File: src/rtl/if_id_queue_pkg.sv
// Shared constants and output-select helper for the IF/ID instruction queue.
package if_id_queue_pkg;

  localparam logic        RstEnable    = 1'b1;
  localparam logic        Stop         = 1'b1;
  localparam logic        NoStop       = 1'b0;
  localparam logic [31:0] ZeroWord     = 32'h0000_0000;
  localparam int unsigned InstAddrBusW = 32;
  localparam int unsigned InstBusW     = 32;
  localparam int unsigned IfIdQDepth   = 4;
  localparam int unsigned StallIdBit   = 2;

  typedef enum logic [2:0] {
    OutFlush,
    OutHold,
    OutPop,
    OutBypass,
    OutBubble
  } out_sel_e;

  // Priority-ordered choice of what the ID output register loads this cycle.
  function automatic out_sel_e out_sel(input logic flush, input logic advance,
                                       input logic empty, input logic push);
    if (flush) begin
      return OutFlush;
    end else if (!advance) begin
      return OutHold;
    end else if (!empty) begin
      return OutPop;
    end else if (push) begin
      return OutBypass;
    end
    return OutBubble;
  endfunction

endpackage

File: src/rtl/if_id_queue_mem.sv
// Register-array storage for the IF/ID queue: one synchronous write port, one async read port.
module if_id_queue_mem #(
  parameter int unsigned DEPTH = 4,
  parameter int unsigned WIDTH = 64,
  localparam int unsigned AddrW = $clog2(DEPTH)
) (
  input  logic             clk,
  input  logic             we_i,
  input  logic [AddrW-1:0] waddr_i,
  input  logic [WIDTH-1:0] wdata_i,
  input  logic [AddrW-1:0] raddr_i,
  output logic [WIDTH-1:0] rdata_o
);

  logic [WIDTH-1:0] mem_q [DEPTH];

  // Contents are deliberately not reset; only the pointers in the parent are.
  always_ff @(posedge clk) begin
    if (we_i) begin
      mem_q[waddr_i] <= wdata_i;
    end
  end

  assign rdata_o = mem_q[raddr_i];

endmodule

File: src/rtl/if_id_queue.sv
// IF/ID decoupling queue with registered ID output, flush, bubble insertion and empty bypass.
// Optional performance counters are enabled by defining IF_ID_QUEUE_PERF_EN.
module if_id_queue
  import if_id_queue_pkg::*;
#(
  parameter int unsigned ADDR_W = InstAddrBusW,
  parameter int unsigned INST_W = InstBusW,
  parameter int unsigned DEPTH  = IfIdQDepth,
  parameter int unsigned CNT_W  = $clog2(DEPTH) + 1
) (
  input  logic              clk,
  input  logic              rst,
  input  logic [ADDR_W-1:0] if_pc,
  input  logic [INST_W-1:0] if_inst,
  input  logic              if_valid,
  output logic              if_ready,
  input  logic [5:0]        stall,
  input  logic              flush,
  output logic [ADDR_W-1:0] id_pc,
  output logic [INST_W-1:0] id_inst,
  output logic              id_valid,
  output logic [CNT_W-1:0]  count
`ifdef IF_ID_QUEUE_PERF_EN
  ,
  output logic [31:0]       bubble_cnt,
  output logic [31:0]       full_cnt,
  output logic [CNT_W-1:0]  high_water
`endif
);

  localparam int unsigned PtrW   = $clog2(DEPTH);
  localparam int unsigned EntryW = ADDR_W + INST_W;

  logic [PtrW-1:0]   rd_ptr_q, rd_ptr_d;
  logic [PtrW-1:0]   wr_ptr_q, wr_ptr_d;
  logic [CNT_W-1:0]  count_q, count_d;
  logic [ADDR_W-1:0] id_pc_q, id_pc_d;
  logic [INST_W-1:0] id_inst_q, id_inst_d;
  logic              id_valid_q, id_valid_d;

  logic              push, advance, empty, full;
  logic              pop, bypass, wr_en;
  out_sel_e          sel;
  logic [EntryW-1:0] head;

  // Only stall[2] matters to this stage.
  logic unused_stall;
  assign unused_stall = ^{stall[5:3], stall[1:0]};

  assign full     = (count_q == CNT_W'(DEPTH));
  assign empty    = (count_q == '0);
  assign if_ready = !full;
  assign push     = if_valid && if_ready && !flush;
  assign advance  = (stall[StallIdBit] == NoStop);

  assign sel    = out_sel(flush, advance, empty, push);
  assign pop    = (sel == OutPop);
  assign bypass = (sel == OutBypass);
  assign wr_en  = push && !bypass;

  if_id_queue_mem #(
    .DEPTH(DEPTH),
    .WIDTH(EntryW)
  ) u_mem (
    .clk    (clk),
    .we_i   (wr_en),
    .waddr_i(wr_ptr_q),
    .wdata_i({if_pc, if_inst}),
    .raddr_i(rd_ptr_q),
    .rdata_o(head)
  );

  always_comb begin
    id_pc_d    = id_pc_q;
    id_inst_d  = id_inst_q;
    id_valid_d = id_valid_q;
    unique case (sel)
      OutFlush, OutBubble: begin
        id_pc_d    = '0;
        id_inst_d  = '0;
        id_valid_d = 1'b0;
      end
      OutHold: ;
      OutPop: begin
        id_pc_d    = head[EntryW-1:INST_W];
        id_inst_d  = head[INST_W-1:0];
        id_valid_d = 1'b1;
      end
      OutBypass: begin
        id_pc_d    = if_pc;
        id_inst_d  = if_inst;
        id_valid_d = 1'b1;
      end
      default: ;
    endcase
  end

  always_comb begin
    if (flush) begin
      count_d  = '0;
      rd_ptr_d = '0;
      wr_ptr_d = '0;
    end else begin
      count_d  = count_q + CNT_W'(wr_en) - CNT_W'(pop);
      rd_ptr_d = rd_ptr_q + PtrW'(pop);
      wr_ptr_d = wr_ptr_q + PtrW'(wr_en);
    end
  end

  always_ff @(posedge clk) begin
    if (rst == RstEnable) begin
      rd_ptr_q   <= '0;
      wr_ptr_q   <= '0;
      count_q    <= '0;
      id_pc_q    <= ADDR_W'(ZeroWord);
      id_inst_q  <= INST_W'(ZeroWord);
      id_valid_q <= 1'b0;
    end else begin
      rd_ptr_q   <= rd_ptr_d;
      wr_ptr_q   <= wr_ptr_d;
      count_q    <= count_d;
      id_pc_q    <= id_pc_d;
      id_inst_q  <= id_inst_d;
      id_valid_q <= id_valid_d;
    end
  end

  assign id_pc    = id_pc_q;
  assign id_inst  = id_inst_q;
  assign id_valid = id_valid_q;
  assign count    = count_q;

`ifdef IF_ID_QUEUE_PERF_EN
  logic [31:0]      bubble_cnt_q, full_cnt_q;
  logic [CNT_W-1:0] high_water_q, high_water_d;

  // Tracks count_d so the mark never lags the occupancy it describes.
  assign high_water_d = (count_d > high_water_q) ? count_d : high_water_q;

  always_ff @(posedge clk) begin
    if (rst == RstEnable) begin
      bubble_cnt_q <= '0;
      full_cnt_q   <= '0;
      high_water_q <= '0;
    end else begin
      bubble_cnt_q <= bubble_cnt_q + 32'(sel == OutBubble);
      full_cnt_q   <= full_cnt_q + 32'(full);
      high_water_q <= high_water_d;
    end
  end

  assign bubble_cnt = bubble_cnt_q;
  assign full_cnt   = full_cnt_q;
  assign high_water = high_water_q;
`endif

endmodule

File: config.mk
export PLATFORM = sky130hd
export DESIGN_NAME = if_id_queue
export DESIGN_NICKNAME = d
export VERILOG_FILES = /design/src/rtl/if_id_queue_pkg.sv /design/src/rtl/if_id_queue_mem.sv /design/src/rtl/if_id_queue.sv
export SDC_FILE = /design/constraint.sdc
export NUM_CORES = 1
export LEC_CHECK = 0
export ABC_AREA = 1
export CAP_MARGIN = 20
export CORE_ASPECT_RATIO = 0.7
export CORE_MARGIN = 5
export CORE_UTILIZATION = 59
export DETAILED_ROUTE_END_ITERATION = 16
export GPL_TIMING_DRIVEN = 0
export HOLD_SLACK_MARGIN = 0.08
export PLACE_DENSITY = 0.82
export SETUP_SLACK_MARGIN = 0.02
export SLEW_MARGIN = 0
export SYNTH_ARGS = -nofsm -noshare
export SYNTH_HDL_FRONTEND = slang
export SYNTH_SLANG_ARGS = --single-unit
File: constraint.sdc
create_clock -name clk -period 12.4 [get_ports clk]
set_clock_uncertainty 0.05 [all_clocks]
set_input_delay 1.86 -clock clk [delete_from_list [all_inputs] [get_ports clk]]
set_output_delay 1.86 -clock clk [all_outputs]
set_load 0.01 [all_outputs]
=== Word level (Yosys, flattened, before mapping) ===
Memories as Yosys holds them, arrays and structs flattened. A register that Yosys moved wholly into a read port is not among the register bits.
Cells that the tools add are included.

* Bits in registers: 72
* Latch bits: 0
* Bits in writable memories: 256
* Bits in read-only memories: 0
* Input bits: 74
* Logic and storage cells: 43
* Memories: 1

{| class="wikitable"
|+ Memories
! name !! words !! bits a word !! rd ports !! clocked after Yosys merged registers in !! write ports !! line !! text
|-
| u_mem.mem_q || 4 || 64 || 1 || 1 || 1 || if_id_queue_mem.sv:15 || <nowiki>logic [WIDTH-1:0] mem_q [DEPTH];</nowiki>
|}

* $add $sub $neg: 4
* Multipliers: 0
* Div/mod/pow operators: 0
* $lt $le $gt $ge: 0
* Eq/ne operators: 4
* Shifts and indexed selects: 0
* Mux-type cells: 15
* Bitwise logic cells: 0
* Reductions and logical operators: 13

{| class="wikitable"
|+ Operators with widths
! operator !! number
|-
| one-hot mux 32 bit (3 select lines) || 2
|-
| two-way mux 3 bit || 5
|-
| == test 3 x 2 -> 1 bit (second input constant) || 2
|-
| == test 3 bit (second input constant) || 2
|-
| logical NOT 3 bit || 2
|-
| two-way mux 1 bit || 6
|-
| OR reduction 2 bit || 3
|-
| adder 2 x 1 -> 2 bit || 2
|-
| adder 3 x 1 -> 3 bit || 1
|-
| logical AND 1 bit || 3
|-
| logical NOT 1 bit || 3
|-
| nonzero test 3 bit || 1
|-
| subtractor 3 x 1 -> 3 bit || 1
|-
| two-way mux 2 bit || 1
|-
| one-hot mux 1 bit (2 select lines) || 1
|-
| nonzero test 2 bit || 1
|}

=== Longest topological paths before layout ===
Gate-level depths: netlist of run 1.

* Word-level depth: 14
* Gate-level depth with buffers: 13

=== Hierarchy ===
Synthesis of run 1 repeated with hierarchy kept, for this count alone.

* Cell total of the unflattened synthesis: 1613
* Area, all modules: 14512.7 um^2

{| class="wikitable"
|+ Modules (own cells, without submodules)
! module !! instances !! cells each !! area an instance (um^2) !! sequential area each (um^2)
|-
| if_id_queue_mem || 1 || 1010 || 10761.6 || 7687.4
|-
| if_id_queue || 1 || 603 || 3751.1 || 1441.4
|}

=== Least setup slack after synthesis of run 1 ===
Ideal clock, no wire load.

* Kind: input port to flip-flop
* Start point: input port stall[2]
* End point: memory u_mem.mem_q[0][0] (enable)
* Library setup time: 0.486 ns
* Arrival: 5.131 ns
* Required time: 11.864 ns
* Setup slack: 6.733 ns
* Stages: 7
* Buffers on the path: 1
* Cell sequence: nor2_2 -> nand2_1 -> nor2_1 -> buf_4 -> nor2_1 -> nand2_1 -> nor2_1

* Longest elaborated chain between the ends: 8
* Elaborated cells on any way between the ends: 10

{| class="wikitable"
|+ Ends and longest elaborated chain
! element !! line !! text
|-
| start, declared || if_id_queue.sv:17 || <nowiki>input logic [5:0] stall,</nowiki>
|-
| two-way mux 3 bit or two-way mux 1 bit (tied branches) || if_id_queue_pkg.sv:26 || <nowiki>end else if (!advance) begin</nowiki>
|-
| two-way mux 3 bit or two-way mux 1 bit (tied branches) || if_id_queue_pkg.sv:24 || <nowiki>if (flush) begin</nowiki>
|-
| two-way mux 3 bit * || if_id_queue_pkg.sv:33 || <nowiki>return OutBubble;</nowiki>
|-
| == test 3 x 2 -> 1 bit * || if_id_queue.sv:58 || <nowiki>assign bypass = (sel == OutBypass);</nowiki>
|-
| logical NOT 1 bit * || if_id_queue.sv:59 || <nowiki>assign wr_en = push && !bypass;</nowiki>
|-
| logical AND 1 bit * || if_id_queue.sv:59 ||
|-
| two-way mux 1 bit * || if_id_queue_mem.sv:19 || <nowiki>if (we_i) begin</nowiki>
|-
| two-way mux 1 bit (implied by the code) * || if_id_queue_mem.sv:20 || <nowiki>mem_q[waddr_i] <= wdata_i;</nowiki>
|-
| end, declared || if_id_queue_mem.sv:15 ||
|}

Mark *: on every way between the ends. The rest lies on a longest branch, timed or not.

=== Worst setup path after layout of run 1 ===
* Start point: input port flush
* End point: register count_q[2] (netlist: count[2])

* Longest elaborated chain between the ends: 12
* Elaborated cells on any way between the ends: 15

{| class="wikitable"
|+ Ends and longest elaborated chain
! element !! line !! text
|-
| start, declared || if_id_queue.sv:18 || <nowiki>input logic flush,</nowiki>
|-
| logical NOT 1 bit || if_id_queue.sv:53 || <nowiki>assign push = if_valid && if_ready && !flush;</nowiki>
|-
| logical AND 1 bit || if_id_queue.sv:53 ||
|-
| two-way mux 1 bit || if_id_queue_pkg.sv:30 || <nowiki>end else if (push) begin</nowiki>
|-
| two-way mux 1 bit || if_id_queue_pkg.sv:28 || <nowiki>end else if (!empty) begin</nowiki>
|-
| two-way mux 1 bit || if_id_queue_pkg.sv:26 ||
|-
| two-way mux 1 bit || if_id_queue_pkg.sv:24 ||
|-
| two-way mux 3 bit || if_id_queue_pkg.sv:33 ||
|-
| == test 3 x 2 -> 1 bit || if_id_queue.sv:58 ||
|-
| logical NOT 1 bit || if_id_queue.sv:59 ||
|-
| logical AND 1 bit || if_id_queue.sv:59 ||
|-
| adder 3 x 1 -> 3 bit || if_id_queue.sv:104 || <nowiki>count_d = count_q + CNT_W'(wr_en) - CNT_W'(pop);</nowiki>
|-
| subtractor 3 x 1 -> 3 bit || if_id_queue.sv:104 ||
|-
| end signal, assigned || if_id_queue.sv:121 || <nowiki>count_q <= count_d;</nowiki>
|-
| end, declared || if_id_queue.sv:36 || <nowiki>logic [CNT_W-1:0] count_q, count_d;</nowiki>
|}

Parallel ways exist; a longest one is shown, timed or not.
A chain may end at the register's enable or synchronous reset.

==> metrics.csv, run 1 <==
metric,value,unit
Vias/cell,5.34,
Pwr Density,136,nW/um^2
Max Root-Sink Buffers,3,
TritonRoute pass-1 iters,7,
number of max-cap violations,0,
syn nets,1560,
vias in the first global route,10468,
initial core utilization,59.5,%
Hold WC Path Type,reg -> reg,
CP most frequent cell,inv_1,
Max VDD drop,0.000114,V
Critical Path Source Type,input pin,
CP max stage delay,0.55,ns
ANT nets after route,0,
"Slowest-stage cell, CP",clkdlybuf4s50_1,
Worst Path Max Fanout,10,
layout cells sized above 1,6.41,%
sw power,0.494,mW
Lkg Pwr,7.30,nW
Final TNS setup,0,ns
register area share after synthesis,65.4,%
final critical-path required period,4.34,ns
Crit path required time,12.84,ns
Syn Inst Count,1481,
vias post-DR,10688,
Slew HR,46.8,%
DRC viols,0,
DPL Wire Length,23100,um
crit path cell chain,"clkdlybuf4s50_1, nor2_2, nand2_1, buf_2, buf_2, inv_1, ha_1, inv_1, ha_1, inv_1, fa_1, or2_2, a21oi_1",
fin crit share,35.0,%
combinational share of power,6.7,%
First DRT Iteration DRCs,1108,
Setup CP Type,in -> reg,
total CTS buffers,30,
final hold vios,0,
DRT Wirelength,35900,um
RSZ-0062 raised after global routing,false,
cell row count,47,
Final Util,72.3,%
die height,139,um
global-route wire length before repair,55400,um
GPL Wtd Cong,0.797,
Avg Synthesized Cell Area,9.42,sq um
PortBufs,137,
H-tree depth,1,
Internal Power,1.82,mW
clock root cell,clkbuf_16,
worst path bufs/invs,6,
routed len/inst,17.9,um
CP arrival,4.78,ns
Post-Syn Area,14000,sq um
pin count of the biggest net entering global routing,30,
Final setup viols,0,
core box area,23500,sq um
clk_lat worst skew,0.56,ns
# resized after CTS,0,
Max Fclk,0.230,GHz
Sw Share,21.4,%
most frequent cells in the layout,"nand2_1 (393), inv_1 (270), edfxtp_1 (256)",
antenna violations before repair,0,
endpoint type of the worst setup path,flip-flop,
synth unique cells,19,
CTS Hold Bufs,0,
Area Growth Syn to Fin,21.5,%
"commonest non-fill, non-tap cell in the layout",nand2_1,
Final nets,1739,
Die ar.,26900,sq um
Post-CTS Setup Bufs,0,
Overall Global Routing Usage,25.6,%
pins over their slew limit,0,
post-synthesis register bit count,328,
"CTS clk-pin slew, worst paths",0.07,ns
GRT overflow,0,
Ys Warns,0,
Reg power frac,52.7,%
CP top delay family,buffers and inverters,
Die X,194,um
Filler cells,1605,
status,"complete, no violations",
Worst Max-Slew Pin Slew,0.797,ns
num ports,143,
clock tree from TritonCTS,yes,
clock sinks,328,
clock power share,40.6,%
-- cell type report --
cell class              instances  area, sq um  area share, %
clock buffers                  42          817           4.82
inverters                     272         1020           6.02
repair buffers                147         1590           9.37
multi-input cells             805         3450           20.3
well taps                     318          398           2.35
flip-flops and latches        328         9130           53.8
diodes                          1         2.50         0.0148
clock inverters                14          165          0.974
plain buffers                  76          387           2.28
-- Yosys cell counts --
cell type,instances,area [sq um]
a21oi_1,65,325
a31oi_1,1,6.26
buf_2,45,225
buf_4,2,15.0
buf_6,5,56.3
clkbuf_1,24,90.1
dfxtp_1,72,1440
edfxtp_1,256,7690
fa_1,1,20.0
ha_1,4,50.1
inv_1,270,1010
inv_2,2,7.51
nand2_1,393,1480
nand3_1,129,646
nor2_1,143,537
nor2_2,1,6.26
o21ai_0,64,320
or2_2,1,6.26
xnor2_1,3,26.3
-- final timing paths --
kind,to,slack [ns],from,cells past startpoint
worst max-delay path,count[2],8.06,flush,13
worst min-delay path,id_valid,0.43,id_valid,2
worst max register to register,count[2],9.40,count[1],13
worst min register to register,id_valid,0.43,id_valid,2
-- sequential cells by signal, summed over array words and instances, names as in the netlist --
signal	cells
id_valid	1
id_inst	32
wr_ptr_q	2
u_mem.mem_q	256
id_pc	32
count	3
rd_ptr_q	2
-- metal layers --
metal | vias to the layer above | GRT usage [%] | share of wire (%)
met5 | - | 0 | 0
met4 | 0 | 8.03 | 2.4
met3 | 88 | 4.44 | 9.4
met2 | 557 | 43.0 | 48
met1 | 5012 | 34.6 | 40
li1 | 5031 | - | -
-- worst register-to-register path, stage by stage (launching register included) --
cell and delay [ns]:
dfxtp_1 0.36, nor2_1 0.11, nand2_1 0.08, nand2_1 0.19, buf_2 0.33, buf_2 0.33
inv_1 0.13, ha_1 0.28, inv_1 0.05, ha_1 0.13, inv_1 0.05, fa_1 0.39
or2_2 0.30, a21oi_1 0.13
-- power groups by stage --
stage	clock (mW)	sequential, mW	combinational [mW]
after floorplan	0	1.25	0.0608
after global placement	0	1.24	0.142
after detailed placement	0	1.24	0.150
after CTS	0.946	1.22	0.152
after global routing	0.990	1.22	0.168
final	0.938	1.22	0.154
-- logic make-up after synthesis --
logic type / synth area share, %
buffers and inverters: 10.1
AO/OA/AOI/OAI: 4.67
adder cells (fa/ha/maj): 0.502
AND/OR/NAND/NOR: 19.1
XOR/XNOR: 0.188
flip-flops: 65.4
-- through the flow --
step                      power, mW  area [sq um]  hold slack (ns)  std cells  worst slack, ns
after floorplan                1.31         14000            0.445       1481             6.73
after global placement         1.38         15700            0.419       1936             3.91
after detailed placement       1.39         16000            0.426       1945             7.56
after CTS                      2.32         16900            0.436       2001             8.12
after global routing           2.38         17000            0.447       2002             7.93
final                          2.31         17000            0.434       2003             8.06
(Power assumes the default switching activity.)
==> run 2: changes to the inputs <==
Settings changed: CORE_UTILIZATION 59 to 57, PLACE_DENSITY 0.82 to 0.8.
Clock period 12.4 ns to 4 ns, I/O delays scaled along.
==> run 2 against run 1 <==
Against the previous run:
- sequential power grew to 3.1 times the previous value
- final area shrank 0.18%
- die area increased by 3.3%
- count of clock-buffer cells in the layout fell by 4
- via count down 1.9%
- first-iteration DRC count is 14% lower
- register-to-register slack got worse by 8.4 ns
- routed wire length is 3.9% lower
- critical path type unchanged
- critical path depth is the same
- sequential share of layout area grew 0.10 points
- power rose to 3.1 times the previous value
- final cell count hardly changed
- highest routed layer is now met5
==> metrics.csv, run 2 (synthesis gave the netlist of run 1 again) <==
metric,value,unit
Die ar.,27800,sq um
Top reg by flops,u_mem.mem_q,
Critical Path Source Type,input pin,
die height,141,um
DRT Wirelength,34500,um
clock sinks,328,
GPL Wtd Cong,0.768,
Pwr Density,424,nW/um^2
Worst Hold Slack,0.472,ns
core box area,23900,sq um
Worst Path Max Fanout,10,
GRT overflow,0,
First DRT Iteration DRCs,953,
PnR Total Power,7.17,mW
Overall Global Routing Usage,24.6,%
Final nets,1738,
Sw Share,21.3,%
clock tree from TritonCTS,yes,
global-route wire length before repair,54400,um
TritonRoute pass-1 iters,5,
routed len/inst,17.2,um
Vias/cell,5.24,
Setup CP Type,in -> reg,
total CTS buffers,31,
antenna violations before repair,1,
Final setup viols,0,
status,"complete, no violations",
sw power,1.52,mW
# resized after CTS,0,
CTS Hold Bufs,0,
clk_lat worst skew,0.56,ns
endpoint type of the worst setup path,flip-flop,
RSZ-0062 raised after global routing,false,
Max VDD drop,0.000372,V
cells on worst reg2reg path,13,
Worst Max-Slew Pin Slew,1.17,ns
CP arrival,3.47,ns
Max Fclk,0.329,GHz
"commonest non-fill, non-tap cell in the layout",nand2_1,
Die X,197,um
top sig layer,met5,
initial core utilization,58.4,%
DPL Wire Length,22400,um
most frequent cells in the layout,"nand2_1 (393), inv_1 (270), edfxtp_1 (256)",
Internal Power,5.64,mW
pins over their slew limit,0,
vias in the first global route,10468,
layout cells sized above 1,6.65,%
pin count of the biggest net entering global routing,31,
vias post-DR,10487,
WL met2,16100,um
Hold Path Depth,2,
DRC viols,0,
Post-CTS Setup Bufs,0,
clock power share,40.8,%
Slew HR,22.3,%
final hold vios,0,
Hold WC Path Type,reg -> reg,
clock root cell,clkbuf_16,
met3 WL,3260,um
max reg flops,256,
Final Util,70.9,%
fin crit share,75.9,%
Max Root-Sink Buffers,3,
number of max-cap violations,0,
H-tree depth,1,
ANT nets after route,0,
Met1 Wirelength,14400,um
cell row count,47,
Reg power frac,52.7,%
PortBufs,137,
final critical-path required period,3.04,ns
Crit path required time,4.43,ns
"CTS clk-pin slew, worst paths",0.06,ns
Filler cells,1723,
Area Growth Syn to Fin,21.3,%
num ports,143,
combinational share of power,6.5,%
Lkg Pwr,7.29,nW
run 2: cell type report:
cell class	instances	area [sq um]	area share (%)
timing repair buffer	145	1530	9.05
clock buffer	38	812	4.80
antenna	1	2.50	0.0148
buffer	76	387	2.28
sequential	328	9130	53.9
inverter	272	1020	6.03
clock inverter	19	196	1.16
tap	318	398	2.35
multi-input combinational	805	3450	20.4
run 2: worst paths after layout:
| path | from | to | slack (ns) |
|---|---|---|---|
| max | flush | count[2] | 0.96 |
| min | id_valid | id_valid | 0.47 |
| max reg2reg | count[1] | count[2] | 1.01 |
| min reg2reg | id_valid | id_valid | 0.47 |
run 2: metrics by stage:
stage               cells  setup slack (ns)  setup TNS, ns  instance area [sq um]
floorplan            1481            -0.407        -104.24                  14000
global placement     1936             -3.25        -807.38                  15700
detailed placement   1944             0.424              0                  15900
CTS                  2001             0.989              0                  16900
global route         2001             0.832              0                  16900
finish               2002             0.963              0                  16900
run 2: critical path, stage by stage:
cell and delay [ns]:
clkdlybuf4s50_1 0.53, nor2_2 0.06, nand2_1 0.19, buf_2 0.34, buf_2 0.32, inv_1 0.11
ha_1 0.28, inv_1 0.05, ha_1 0.13, inv_1 0.05, fa_1 0.39, or2_2 0.30
a21oi_1 0.11
run 2: per-layer routing:
| layer | vias up | GRT usage [%] |
|---|---|---|
| met5 | - | 0 |
| met1 | 4931 | 33.8 |
| met2 | 471 | 40.9 |
| li1 | 5027 | - |
| met3 | 56 | 4.91 |
| met4 | 2 | 5.87 |
run 2: power groups by stage:
stage	clock (mW)	sequential, mW	combinational (mW)
2_1_floorplan	0	3.87	0.188
5_1_grt	3.11	3.78	0.513
3_5_place_dp	0	3.85	0.463
6_report	2.92	3.78	0.468
3_3_place_gp	0	3.85	0.440
4_1_cts	2.96	3.78	0.467
==> run 3: changes to the inputs <==
Clock period 4 ns to 3.1 ns, I/O delays scaled along.
==> run 3 against run 2 <==
Against the previous run:
- critical path depth decreased by 4
- routed wire length increased by 0.47%
- combinational power increased by 29%
- die area unchanged
- utilization increased by 0.26 points
- hold slack got worse by 0.010 ns
- global-route usage decreased by 0.15 points
- final area increased by 0.37%
- clock power increased by 33%
- first-iteration DRC count increased by 22%
- critical endpoint is now u_mem.mem_q[2][27]
- largest power group unchanged
- highest routed layer is now met4
==> metrics.csv, run 3 (synthesis gave the netlist of run 1 again) <==
metric,value,unit
vias in the first global route,10392,
GRT busiest layer,met2,
Layout Cells excl Fill,2002,
DRC viols,0,
"CTS clk-pin slew, worst paths",0.07,ns
ANT nets after route,0,
cell row count,47,
Inst Count DP,1944,
DRT Wirelength,34700,um
Worst Path Max Fanout,27,
Final Util,71.2,%
GR Util met3,3.82,%
pin count of the biggest net entering global routing,30,
total CTS buffers,30,
Die X,197,um
Area Growth Syn to Fin,21.7,%
Worst Hold Slack,0.462,ns
Slew HR,31.4,%
Max VDD drop,0.000468,V
Crit path required time,3.29,ns
Setup CP Type,reg -> reg,
status,"complete, no violations",
post-route cell area,17000,sq um
CP arrival,3.08,ns
final critical-path required period,2.89,ns
GRT met1 Usage,33.8,%
"commonest non-fill, non-tap cell in the layout",nand2_1,
antenna violations before repair,2,
layout cells sized above 1,6.78,%
Placement Cell Area,15900,sq um
PortBufs,137,
number of max-cap violations,0,
Hold WC Path Type,reg -> reg,
clock sinks,328,
num ports,143,
GRT overflow,0,
die height,141,um
clock root cell,clkbuf_16,
Final setup viols,0,
H-tree depth,1,
clock tree from TritonCTS,yes,
Worst Max-Slew Pin Slew,1.03,ns
clk_lat worst skew,0.55,ns
global-route wire length before repair,54100,um
pins over their slew limit,0,
routed len/inst,17.3,um
TritonRoute pass-1 iters,5,
most frequent cells in the layout,"nand2_1 (393), inv_1 (270), edfxtp_1 (256)",
DPL Wire Length,22400,um
Top reg by flops,u_mem.mem_q,
Lkg Pwr,7.32,nW
met2 Resource Use GR,41.2,%
First DRT Iteration DRCs,1164,
slack of the worst reg-to-reg path,0.21,ns
RSZ-0062 raised after global routing,false,
Vias/cell,5.28,
endpoint type of the worst setup path,flip-flop,
Max Root-Sink Buffers,3,
Max Fclk,0.346,GHz
vias post-DR,10575,
core box area,23900,sq um
initial core utilization,58.4,%
final hold vios,0,
max reg flops,256,
Die ar.,27800,sq um
Final nets,1737,
Post-CTS Setup Bufs,0,
GPL Wtd Cong,0.811,
Overall Global Routing Usage,24.4,%
fin crit share,93.2,%
Pwr Density,551,nW/um^2
Critical Path Source Type,flip-flop,
## run 3: cell types whose count changed in the layout (fill, tap and decap cells not counted), sizes merged
cell and change:
diode +1, buf -2, clkinv -3, inv -2, nor2 +1, clkbuf +5
## run 3: routing by layer
| layer | up-vias | wire [um] |
|---|---|---|
| li1 | 5031 | - |
| met1 | 4973 | 14400 |
| met2 | 513 | 16400 |
| met3 | 58 | 3110 |
| met4 | 0 | 765 |
| met5 | - | 0 |
## run 3: area by class of cell
cell class | count | area [sq um]
clock buffers | 42 | 878
repair buffers | 145 | 1550
clock inverters | 14 | 171
multi-input cells | 806 | 3450
fillers | 1748 | 6890
diodes | 2 | 5.00
well taps | 318 | 398
inverters | 272 | 1020
flip-flops and latches | 328 | 9130
plain buffers | 75 | 384
## run 3: worst max-delay path, stage by stage, from the launching register on
cell and delay [ns]:
dfxtp_1 0.46, nor2_1 0.07, nand2_1 0.08, nor2_1 0.06
buf_4 0.21, nor2_1 0.25, nand2_1 0.19, nor2_4 0.71
buf_16 0.24, buf_12 0.21
## run 3: path summary, 6_finish.rpt
| check | startpoint | end | cells past startpoint |
|---|---|---|---|
| worst max-delay path | count[1] | u_mem.mem_q[2][27] | 9 |
| worst min-delay path | id_valid | id_valid | 2 |
| worst max register to register | count[1] | u_mem.mem_q[2][27] | 9 |
| worst min register to register | id_valid | id_valid | 2 |
## run 3: metrics by stage
stage	setup TNS (ns)	power [mW]	setup WS, ns
floorplan	-37.68	5.23	-0.147
global placement	-529.60	5.54	-2.11
detailed placement	-20.26	5.56	-0.353
CTS	0	9.39	0.108
global route	0	9.65	0.0224
finish	0	9.36	0.212
## run 3: report_power, final
part           internal (mW)  switching [mW]
clock network           2.30            1.58
registers               4.83          0.0372
logic                  0.260           0.342
total                   7.40            1.96
## run 3: repair_timing
item | in CTS | in global routing
hold buffers | 0 | 0
resized for setup | 0 | 1
setup endpoints to repair | 0 | 3
